**src/rtl/mux_arb_pkg.sv**
```systemverilog
// ---------------------------------------------------------------------------
// mux_arb_pkg
//   Shared definitions for the round-robin mux arbiter:
//   - state encoding of the arbiter FSM (ST_IDLE / ST_GRANT)
//   - requester count and select width
//   - onehot() helper turning a select index into a grant vector
// ---------------------------------------------------------------------------
package mux_arb_pkg;

    localparam int NUM_REQ = 8;
    localparam int SEL_W   = 3;

    localparam logic ST_IDLE  = 1'b0;
    localparam logic ST_GRANT = 1'b1;

    function automatic logic [NUM_REQ-1:0] onehot(input logic [SEL_W-1:0] idx);
        logic [NUM_REQ-1:0] vec;
        vec      = '0;
        vec[idx] = 1'b1;
        return vec;
    endfunction

endpackage

```
**src/rtl/mux_8_to_1_str.sv**
```systemverilog
// ---------------------------------------------------------------------------
// mux_8_to_1_str
//   Structural 8:1 single-bit multiplexer: each input is ANDed with a full
//   decode of its select code and the eight terms are ORed together.
//
// Ports:
//   I[7:0]    in   data inputs
//   S2,S1,S0  in   select, S2 is the MSB
//   Y         out  I[{S2,S1,S0}]
// ---------------------------------------------------------------------------
module mux_8_to_1_str (
    input  logic [7:0] I,
    input  logic       S2,
    input  logic       S1,
    input  logic       S0,
    output logic       Y
);

    logic [7:0] term;

    for (genvar i = 0; i < 8; i++) begin : g_term
        localparam logic [2:0] CODE = 3'(i);
        assign term[i] = I[i] & (S2 ~^ CODE[2]) & (S1 ~^ CODE[1]) & (S0 ~^ CODE[0]);
    end

    assign Y = |term;

endmodule

```
**src/rtl/rr_pick8.sv**
```systemverilog
// ---------------------------------------------------------------------------
// rr_pick8
//   Combinational round-robin pick over 8 requesters.
//   Scans ptr, ptr+1, ... ptr+7 (mod 8) and returns the first requester
//   whose request is set, optionally masking out one index.
//
// Ports:
//   req[7:0]      in   request vector
//   ptr[2:0]      in   index scanned first (highest priority)
//   excl_en       in   when high, excl_idx is removed from the scan
//   excl_idx[2:0] in   index to exclude
//   any           out  at least one eligible request
//   idx[2:0]      out  chosen requester (don't-care when any=0)
// ---------------------------------------------------------------------------
module rr_pick8
    import mux_arb_pkg::*;
(
    input  logic [NUM_REQ-1:0] req,
    input  logic [SEL_W-1:0]   ptr,
    input  logic               excl_en,
    input  logic [SEL_W-1:0]   excl_idx,
    output logic               any,
    output logic [SEL_W-1:0]   idx
);

    logic [NUM_REQ-1:0] cand;
    logic [SEL_W-1:0]   pos;

    always_comb begin
        cand = req;
        if (excl_en) begin
            cand[excl_idx] = 1'b0;
        end
    end

    // Scan from the farthest offset down to offset 0 so the closest
    // eligible requester to ptr is the last one written. The 3-bit add
    // gives the 7 -> 0 wrap for free.
    always_comb begin
        // NOTE: every combinational output gets a default before any
        // conditional write; a path that leaves it unassigned infers a latch.
        any = |cand;
        idx = ptr;
        pos = '0;
        for (int off = NUM_REQ - 1; off >= 0; off--) begin
            pos = ptr + SEL_W'(off);
            if (cand[pos]) begin
                idx = pos;
            end
        end
    end

endmodule

```
**src/rtl/mux_rr_arbiter_8.sv**
```systemverilog
// ---------------------------------------------------------------------------
// mux_rr_arbiter_8
//   Round-robin arbiter sharing one 8:1 single-bit mux among 8 requesters.
//   An owner keeps the mux until it drops its request; on release the
//   pointer moves past the owner and the next pending requester is granted
//   on the same edge (no idle bubble).
//
//   Optional feature (macro MUX_ARB_TIMEOUT_EN): an owner that has held the
//   grant for MAX_HOLD cycles while someone else is waiting is forced to
//   release. Without the macro the hold counter does not exist and
//   MAX_HOLD / CNT_W only take part in the configuration sanity check.
//
// Parameters:
//   MAX_HOLD  max consecutive grant cycles with the timeout compiled in (1..15)
//   CNT_W     hold counter width, 2**CNT_W > MAX_HOLD
//
// Ports:
//   clk        in   rising-edge clock
//   rst        in   synchronous active-high reset
//   req[7:0]   in   request vector
//   I[7:0]     in   mux data inputs, I[i] belongs to requester i
//   gnt[7:0]   out  registered one-hot grant, zero when idle
//   S2,S1,S0   out  registered mux select (S2 = MSB)
//   busy       out  registered, high while a grant is active
//   Y          out  I[{S2,S1,S0}] gated by busy
// ---------------------------------------------------------------------------
module mux_rr_arbiter_8
    import mux_arb_pkg::*;
#(
    parameter int MAX_HOLD = 8,
    parameter int CNT_W    = 4
) (
    input  logic               clk,
    input  logic               rst,
    input  logic [NUM_REQ-1:0] req,
    input  logic [NUM_REQ-1:0] I,
    output logic [NUM_REQ-1:0] gnt,
    output logic               S2,
    output logic               S1,
    output logic               S0,
    output logic               busy,
    output logic               Y
);

    if (MAX_HOLD < 1 || MAX_HOLD > 15 || (2 ** CNT_W) <= MAX_HOLD) begin : g_bad_cfg
        $error("mux_rr_arbiter_8: illegal MAX_HOLD/CNT_W combination");
    end

    logic                state;
    logic                state_next;
    logic [SEL_W-1:0]    ptr;
    logic [SEL_W-1:0]    ptr_next;
    logic [SEL_W-1:0]    sel;
    logic [SEL_W-1:0]    sel_next;
    logic [NUM_REQ-1:0]  gnt_next;
    logic                busy_next;

    logic                owner_req;
    logic                others_pending;
    logic                timeout;
    logic                release_grant;
    logic [SEL_W-1:0]    pick_ptr;
    logic                pick_any;
    logic [SEL_W-1:0]    pick_idx;
    logic                y_raw;

    assign owner_req      = req[sel];
    assign others_pending = |(req & ~onehot(sel));

`ifdef MUX_ARB_TIMEOUT_EN
    logic [CNT_W-1:0] hold;
    logic [CNT_W-1:0] hold_next;

    // ">=" rather than "==" so a counter that saturated while the owner was
    // alone still times out as soon as a competitor shows up.
    assign timeout = (state == ST_GRANT) && owner_req && others_pending
                     && (hold >= CNT_W'(MAX_HOLD - 1));
`else
    assign timeout = 1'b0;
`endif

    assign release_grant = (state == ST_GRANT) && (!owner_req || timeout);

    // In GRANT the scan always starts just past the owner: that is the
    // pointer value the release stores, so the re-arbitration on the same
    // edge already sees the rotated priority.
    assign pick_ptr = (state == ST_GRANT) ? sel + SEL_W'(1) : ptr;

    rr_pick8 u_pick (
        .req      (req),
        .ptr      (pick_ptr),
        .excl_en  (timeout),
        .excl_idx (sel),
        .any      (pick_any),
        .idx      (pick_idx)
    );

    // ---------------- state register ----------------
    always_ff @(posedge clk) begin
        // NOTE: clocked state uses non-blocking assignments so every
        // register samples its pre-edge inputs regardless of block order.
        if (rst) begin
            state <= ST_IDLE;
        end else begin
            state <= state_next;
        end
    end

    // ---------------- next-state logic ----------------
    always_comb begin
        state_next = state;
        case (state)
            ST_IDLE:  if (pick_any) state_next = ST_GRANT;
            ST_GRANT: if (release_grant && !pick_any) state_next = ST_IDLE;
            default:  state_next = ST_IDLE;
        endcase
    end

    // ---------------- output / datapath next values ----------------
    always_comb begin
        ptr_next  = ptr;
        sel_next  = sel;
        gnt_next  = gnt;
        busy_next = busy;
        case (state)
            ST_IDLE: begin
                if (pick_any) begin
                    sel_next  = pick_idx;
                    gnt_next  = onehot(pick_idx);
                    busy_next = 1'b1;
                end
            end
            ST_GRANT: begin
                if (release_grant) begin
                    ptr_next = sel + SEL_W'(1);
                    if (pick_any) begin
                        sel_next  = pick_idx;
                        gnt_next  = onehot(pick_idx);
                        busy_next = 1'b1;
                    end else begin
                        gnt_next  = '0;
                        busy_next = 1'b0;
                    end
                end
            end
            default: begin
                gnt_next  = '0;
                busy_next = 1'b0;
            end
        endcase
    end

    always_ff @(posedge clk) begin
        if (rst) begin
            ptr  <= '0;
            sel  <= '0;
            gnt  <= '0;
            busy <= 1'b0;
        end else begin
            ptr  <= ptr_next;
            sel  <= sel_next;
            gnt  <= gnt_next;
            busy <= busy_next;
        end
    end

`ifdef MUX_ARB_TIMEOUT_EN
    // Restarts on every new grant, counts while the owner holds and
    // saturates at MAX_HOLD.
    always_comb begin
        hold_next = hold;
        if (state == ST_IDLE || release_grant) begin
            hold_next = '0;
        end else if (hold < CNT_W'(MAX_HOLD)) begin
            hold_next = hold + CNT_W'(1);
        end
    end

    always_ff @(posedge clk) begin
        if (rst) begin
            hold <= '0;
        end else begin
            hold <= hold_next;
        end
    end
`endif

    assign {S2, S1, S0} = sel;

    mux_8_to_1_str u_mux (
        .I  (I),
        .S2 (S2),
        .S1 (S1),
        .S0 (S0),
        .Y  (y_raw)
    );

    assign Y = y_raw & busy;

endmodule

```
**config.mk**
```make
export PLATFORM = sky130hd
export DESIGN_NAME = mux_rr_arbiter_8
export DESIGN_NICKNAME = d
export VERILOG_FILES = /design/src/rtl/mux_arb_pkg.sv /design/src/rtl/mux_8_to_1_str.sv /design/src/rtl/rr_pick8.sv /design/src/rtl/mux_rr_arbiter_8.sv
export SDC_FILE = /design/constraint.sdc
export NUM_CORES = 1
export LEC_CHECK = 0
export CAP_MARGIN = 20
export CORE_ASPECT_RATIO = 0.75
export CORE_UTILIZATION = 55
export DETAILED_ROUTE_END_ITERATION = 8
export PLACE_DENSITY = 0.81
export REMOVE_ABC_BUFFERS = 1
export SYNTH_ARGS = -nofsm -noshare
export SYNTH_HDL_FRONTEND = slang
export SYNTH_SLANG_ARGS = --single-unit
```
**constraint.sdc**
```tcl
create_clock -name clk -period 4.45 [get_ports clk]
set_clock_uncertainty 0.15 [all_clocks]
set_input_delay 0.6675 -clock clk [delete_from_list [all_inputs] [get_ports clk]]
set_output_delay 0.6675 -clock clk [all_outputs]
set_load 0.01 [all_outputs]
```
==> results of run 1 <==
==> metrics by stage <==
stage               total power [W]  hold slack, ns  cell area [sq um]    util  cells
detailed placement         0.001375          0.2881               2323  0.6832    325
CTS                        0.001511          0.2966               2379  0.6994    329
floorplan                  0.001059          0.3201               1931       -    241
finish                     0.001543          0.2940               2379  0.6994    329
global placement           0.001360          0.2846               2323  0.6832    325
global route               0.001639          0.3270               2379  0.6994    329
==> cells in the mapped netlist (all sizes together), types with 3 or more instances <==
library cell	number	area, sq um
o211ai	5	47.54
nor2	16	60.06
a22oi	5	37.54
nor3	5	25.02
nand3	20	100.1
mux4	9	202.7
inv	7	26.27
nand2b	5	31.28
buf	12	76.32
o21a	3	22.52
a21o	3	22.52
o21ai	31	158.9
nand3b	3	22.52
mux2i	16	163.9
a22o	3	26.28
clkbuf	3	13.76
a211oi	9	72.57
dfxtp	16	320.3
a21oi	16	95.10
nand2	31	123.9
and2	5	31.28
==> layer usage <==
metal  vias up  global-route usage  share of wire  wire, um
li1       1018                   -              -         -
met1      1011              0.4668           0.44      2651
met2       167              0.4969           0.43      2617
met3         8             0.09392           0.12       751
met4         0             0.04902         0.0069        42
met5         -                   0              0         0
==> kinds of logic (layout without fill, tap and decap cells) <==
kind of cell             count (synthesis)  count (layout)  synth area share
AO/OA/AOI/OAI                           91              91            0.3257
XOR/XNOR                                 3               3           0.02044
adder cells (fa/ha/maj)                  2               2           0.01238
buffers and inverters                   22              45           0.05758
flip-flops                              16              16            0.1585
multiplexers                            25              25            0.1814
AND/OR/NAND/NOR                         97              97            0.2440
==> final cells by class <==
class / count / area [sq um] / area share
timing repair buffer: 34 / 330.3 / 0.1389
sequential: 16 / 320.3 / 0.1347
tap: 50 / 62.56 / 0.02630
multi-input combinational: 218 / 1584 / 0.6660
clock buffer: 4 / 55.05 / 0.02315
inverter: 7 / 26.28 / 0.01105
==> worst paths after layout <==
kind         depth (start not counted)                 from                  end  slack, ns
max                                 13  sel[1]$_SDFFE_PP0P_  gnt[5]$_SDFFE_PP0P_       0.35
max reg2reg                         13  sel[1]$_SDFFE_PP0P_  gnt[5]$_SDFFE_PP0P_       0.35
min reg2reg                          2  gnt[0]$_SDFFE_PP0P_  gnt[0]$_SDFFE_PP0P_       0.29
min                                  2  gnt[0]$_SDFFE_PP0P_  gnt[0]$_SDFFE_PP0P_       0.29
==> worst reg2reg max path, delay by kind of cell (launching register included) <==
family,cells,cell delay (ns)
compound gates,8,1.83
fa+ha+maj,2,0.68
buf+inv,1,0.14
flops,1,0.48
mux,2,0.69
==> flip-flops by register name (all words and copies together) (netlist names) <==
signal and flops:
state 1, gnt 8, busy 1, sel 3, ptr 3
==> power by group <==
| group | internal (W) | switching, W | leakage, nW | total (W) |
|---|---|---|---|---|
| sequential | 0.000189 | 0.0000569 | 0.131 | 0.000246 |
| clock | 0.0000786 | 0.0000527 | 0.0288 | 0.000131 |
| combinational | 0.000501 | 0.000664 | 0.717 | 0.00117 |
| total | 0.000769 | 0.000774 | 0.877 | 0.00154 |
==> key figures, run 1 <==
Floorplanning
  • Num ports: 31
  • Die height: around 54 um
  • Core ar.: about 0.0034 sq mm
  • Chip Width: roughly 72 um
  • Num rows: 18
  • Initial Utilization: 0.5942
  • Die area: 0.003923 sq mm

Power
  • Worst VDD drop: 0.0003291 V
  • Leak: 0.8769 nW
  • Power Density: 648.5 mW/mm^2

Placement
  • Detail Placement HPWL: 4566 um
  • Routability Congestion: between 1 and 1.5
  • Port bufs: 30
  • DP Worst Slack: 0.4680 ns

Flow run
  • Max-capacitance violation count: 0

Setup path
  • CP Buf/Inv Count: 1
  • Family with the most delay on the worst path: compound AO/OA/AOI/OAI gates
  • Crit Path Max Fanout: 9
  • Most used cell, CP: ha_1
  • CP Launch Type: flip-flop
  • Worst path slowest cell: dfxtp_1
  • WP data required: 4.42 ns
  • Worst path arrival time: 4.07 ns
  • Setup CP Type: reg -> reg
  • CP Capture Type: flip-flop
  • Cell Chain, Critical Path: ha_1 -> mux2i_2 -> inv_2 -> ha_1 -> o21ba_2 -> a21boi_2 -> a211oi_1 -> o21bai_1 -> a21boi_1 -> a22oi_1 -> a311oi_2 -> mux2i_1 -> o21ai_1
  • Delay of the slowest cell on the worst path: 0.48 ns

Yosys
  • Cells after Synth: 256
  • Primary FF master, synth: dfxtp_1
  • Yosys cell types: 62
  • Synthesized area per cell: 7.893 sq um
  • Post-synth EDFFs: 0
  • Yosys reg bits: 16
  • Yosys warns: 0
  • Asr flop ratio synth: 0
  • Seq/Total Area, Yosys: 0.1585
  • Netlist Area Pre-Place: 0.002021 sq mm

CTS
  • Clock Latency Late Sink: 0.25 ns
  • Total CTS buffers: 3
  • Post_cts resized: 0
  • Clock transition at path regs: around 0.070 ns
  • H-tree levels: 1
  • TritonCTS clock tree: built
  • Setup Fix Bufs, Post-CTS: 0
  • Clock Sinks: 16
  • Longest Clk Path Bufs: 2
  • Cts hold-fix bufs: 0
  • Root buf cell: clkbuf_8

Routing
  • First-pass DRT Iterations: 6
  • Final ANT Viol Nets: 0
  • Drc violations: 0
  • Final wirelength: slightly above 6000 um
  • Wire per inst: ~18 um
  • Drt initial violations: 341
  • Via density: about 6.7
  • Via count: around 2200

STA
  • RSZ-0062 raised after global routing: false
  • Post-route worst setup slack: 0.3469 ns
  • Min Tclk post-route: 4.103 ns
  • Final Hold Vio Count: 0
  • Fmax: 243.7 MHz
  • Final worst path period share: 0.9220
  • Setup TNS: 0 ns
  • Final Max Slew Viols: 0
  • Slew headroom: 0.4349
  • Final setup fails: 0
  • Worst slew pin tran: around 0.84 ns

Global route
  • Largest net degree at the start of global routing: 24
  • Initial antenna violation count: 0
  • Overall routing resource usage: 0.3258
  • First-pass GRT wire length: 9563 um
  • Vias in the first global route: 1890
  • Total gr overflow: 0

Layout
  • # diodes: 0
  • Filler instances: 266
  • Synth-to-layout area growth: 17.71%
  • Ratio of cells with drive above 1 in the final layout: 0.1362
  • Final net count: 300
  • Commonest cells after routing, fill and taps aside: nand2_1 (30), clkdlybuf4s50_1 (30), nand3_1 (20)

Min path
  • HP Class: reg -> reg

Status
  • Status: completed
Power figures use the tool's default switching activity.
==> run 2, diff against run 1 <==
- CORE_UTILIZATION: 55 -> 25
- PLACE_DENSITY: 0.81 -> unset
==> run 2 against run 1 <==
Effect of this change:
- cell area up 3.3%
- clock power about the same
- sequential share of layout area shrank 0.43 points
- utilization fell by 37 points
- worst setup slack better by 0.093 ns
- combinational power hardly changed
- count of clock-buffer cells in the layout is the same
- critical endpoint is now gnt[3]$_SDFFE_PP0P_
==> key figures, run 2 (same netlist as run 1, synthesis figures left out) <==
Setup path
  • CP Capture Type: flip-flop (unchanged)
  • Setup CP Type: reg -> reg (unchanged)
  • Reg2reg end: gnt[3]$_SDFFE_PP0P_ (was gnt[5]$_SDFFE_PP0P_)
  • Family with the most delay on the worst path: compound AO/OA/AOI/OAI gates (unchanged)
  • Cell Chain, Critical Path: or2_1 -> nand2_4 -> inv_2 -> ha_1 -> o21ba_2 -> a21boi_2 -> o21ai_1 -> a21oi_1 -> nor4_4 -> o21ai_1 -> a311oi_2 -> mux2i_1 -> o21ai_1 (was ha_1 -> mux2i_2 -> inv_2 -> ha_1 -> o21ba_2 -> a21boi_2 -> a211oi_1 -> o21bai_1 -> a21boi_1 -> a22oi_1 -> a311oi_2 -> mux2i_1 -> o21ai_1)
  • Reg2Reg Depth: 13 (unchanged)
  • CP Launch Type: flip-flop (unchanged)
  • Delay of the slowest cell on the worst path: 0.53 ns (was 0.48 ns)
  • WP data required: 4.42 ns (about the same)
  • Worst path arrival time: 3.98 ns (was 4.07 ns)
  • R2R Setup Slk: 0.44 ns (was 0.35 ns)
  • Worst path slowest cell: dfxtp_1 (unchanged)
  • CP Buf/Inv Count: 1 (unchanged)
  • Most used cell, CP: o21ai_1 (was ha_1)
  • FF-to-FF Start: state$_SDFF_PP0_ (was sel[1]$_SDFFE_PP0P_)
  • Crit Path Max Fanout: 11 (was 9)

Power
  • Internal power: 0.0007712 W (was 0.0007686 W)
  • Power Density: 625.2 mW/mm^2 (was 648.5 mW/mm^2)
  • Seq pwr share: 0.154 (was 0.159)
  • Clk network pwr share: 0.085 (about the same)
  • Worst VDD drop: 0.0001710 V (was 0.0003291 V)
  • Switching Fraction: 0.4981 (was 0.5017)
  • P_sw: 0.0007653 W (was 0.0007740 W)
  • Leak: 0.8870 nW (was 0.8769 nW)
  • Gate power share: 0.761 (was 0.756)

Global route
  • Overall routing resource usage: 0.1522 (was 0.3258)
  • Vias in the first global route: 1925 (was 1890)
  • Total gr overflow: 0 (unchanged)
  • Largest net degree at the start of global routing: 17 (was 24)
  • First-pass GRT wire length: 10270 um (was 9563 um)
  • Initial antenna violation count: 0 (unchanged)

STA
  • Worst slew pin tran: 0.8679 ns (was 0.8411 ns)
  • Final Hold Vio Count: 0 (unchanged)
  • Slew headroom: 0.4170 (was 0.4349)
  • Final Max Slew Viols: 0 (unchanged)
  • Final setup fails: 0 (unchanged)
  • RSZ-0062 raised after global routing: false (unchanged)
  • Min Tclk post-route: 4.010 ns (was 4.103 ns)
  • Post-route worst setup slack: 0.4403 ns (was 0.3469 ns)
  • Setup TNS: 0 ns (unchanged)
  • Fmax: 249.4 MHz (was 243.7 MHz)
  • Final worst path period share: 0.9011 (was 0.9220)

Floorplanning
  • Num ports: 31 (unchanged)
  • Initial Utilization: 0.2670 (was 0.5942)
  • Die area: 0.008450 sq mm (was 0.003923 sq mm)
  • Num rows: 27 (was 18)
  • Die height: 79.86 um (was 54.50 um)
  • Chip Width: 105.8 um (was 71.99 um)
  • Core ar.: 0.007567 sq mm (was 0.003401 sq mm)

CTS
  • Longest Clk Path Bufs: 2 (unchanged)
  • H-tree levels: 1 (unchanged)
  • Clock Sinks: 16 (unchanged)
  • Clock transition at path regs: 0.07 ns (about the same)
  • Root buf cell: clkbuf_8 (unchanged)
  • Setup Fix Bufs, Post-CTS: 0 (unchanged)
  • Cts hold-fix bufs: 0 (unchanged)
  • Clock Latency Late Sink: 0.25 ns (about the same)
  • TritonCTS clock tree: built (unchanged)
  • Total CTS buffers: 3 (unchanged)
  • Post_cts resized: 0 (unchanged)

Placement
  • Placed Area: 0.002402 sq mm (was 0.002323 sq mm)
  • Routability Congestion: 0.9600 (was 1.046)
  • Port bufs: 30 (unchanged)
  • Detail Placement HPWL: 4880 um (was 4566 um)
  • DP Worst Slack: 0.4425 ns (was 0.4680 ns)

Layout
  • Final net count: 302 (was 300)
  • Design Area, Final: 0.002457 sq mm (was 0.002379 sq mm)
  • Biggest register: gnt (unchanged)
  • Largest regs: gnt (8), ptr (3), sel (3) (unchanged)
  • Ratio of cells with drive above 1 in the final layout: 0.1423 (was 0.1362)
  • Synth-to-layout area growth: 21.61% (was 17.71%)
  • Finished Core Util: 0.3247 (was 0.6994)
  • # diodes: 0 (unchanged)
  • Max FFs per register: 8 (unchanged)
  • Commonest cells after routing, fill and taps aside: nand2_1 (30), clkdlybuf4s50_1 (30), nand3_1 (20) (unchanged)

Routing
  • Final ANT Viol Nets: 0 (unchanged)
  • First-pass DRT Iterations: 5 (was 6)
  • Drc violations: 0 (unchanged)
  • Wire per inst: 16.12 um (was 18.43 um)
  • Via density: 5.610 (was 6.699)
  • Final wirelength: 6158 um (was 6062 um)
  • Via count: 2143 (was 2204)
  • Drt initial violations: 264 (was 341)

Min path
  • Hold Path Cell Cnt: 2 (unchanged)
  • Min-delay src: gnt[2]$_SDFFE_PP0P_ (was gnt[0]$_SDFFE_PP0P_)
  • Hold path endpoint: gnt[2]$_SDFFE_PP0P_ (was gnt[0]$_SDFFE_PP0P_)
  • HP Class: reg -> reg (unchanged)

Status
  • Status: completed (unchanged)

Flow run
  • Max-capacitance violation count: 0 (unchanged)
run 2: through the flow:
step                      power, W  std cells  hold slack (ns)
after CTS                 0.001527        382           0.2996
after detailed placement  0.001393        378           0.2905
after global routing      0.001664        382           0.3199
after floorplan           0.001059        241           0.3201
final                     0.001536        382           0.2939
after global placement    0.001384        378           0.2858
run 2: worst min-delay path: cells and delay by family (launching register included):
| family | cells | cell delay, ns |
|---|---|---|
| and+or+nand+nor | 1 | 0.05 |
| DFF | 1 | 0.31 |
| AOI/OAI and AO/OA | 1 | 0.05 |
run 2: how the worst max path moves through the flow:
stage                                   start             endpoint  slack (ns)  depth (start not counted)
after floorplan           sel[0]$_SDFFE_PP0P_  gnt[1]$_SDFFE_PP0P_        0.28                         13
after global placement                 req[5]  gnt[7]$_SDFFE_PP0P_        0.62                         10
after detailed placement     state$_SDFF_PP0_  gnt[3]$_SDFFE_PP0P_        0.44                         13
after CTS                    state$_SDFF_PP0_  gnt[3]$_SDFFE_PP0P_        0.44                         13
after global routing         state$_SDFF_PP0_  gnt[3]$_SDFFE_PP0P_        0.08                         13
final                        state$_SDFF_PP0_  gnt[3]$_SDFFE_PP0P_        0.44                         13
run 2: area by class of cell:
class | count | area (sq um)
flip-flops and latches | 16 | 320.3
well taps | 101 | 126.4
repair buffers | 36 | 345.3
clock buffers | 4 | 55.05
fillers | 822 | 5110
multi-input cells | 218 | 1584
inverters | 7 | 26.28
run 2: layer usage:
metal	share of wire	GRT usage	vias to the layer above
li1	-	-	1021
met1	0.50	0.2311	1013
met2	0.41	0.2229	105
met3	0.089	0.03102	4
met4	0.0028	0.01667	0
met5	0	0	-
run 2: power groups by stage:
stage,sequential (W),combinational [W],clock [W]
3_3_place_gp,0.000238,0.00115,0
5_1_grt,0.000243,0.00128,0.000146
3_5_place_dp,0.000239,0.00115,0
4_1_cts,0.000236,0.00116,0.000135
2_1_floorplan,0.000266,0.000793,0
6_report,0.000237,0.00117,0.000130
==> run 3, diff against run 2 <==
- CTS_CLUSTER_DIAMETER: unset -> 30
==> results of run 3 <==
Final layout, timing and power as in run 2 (identical DEF).
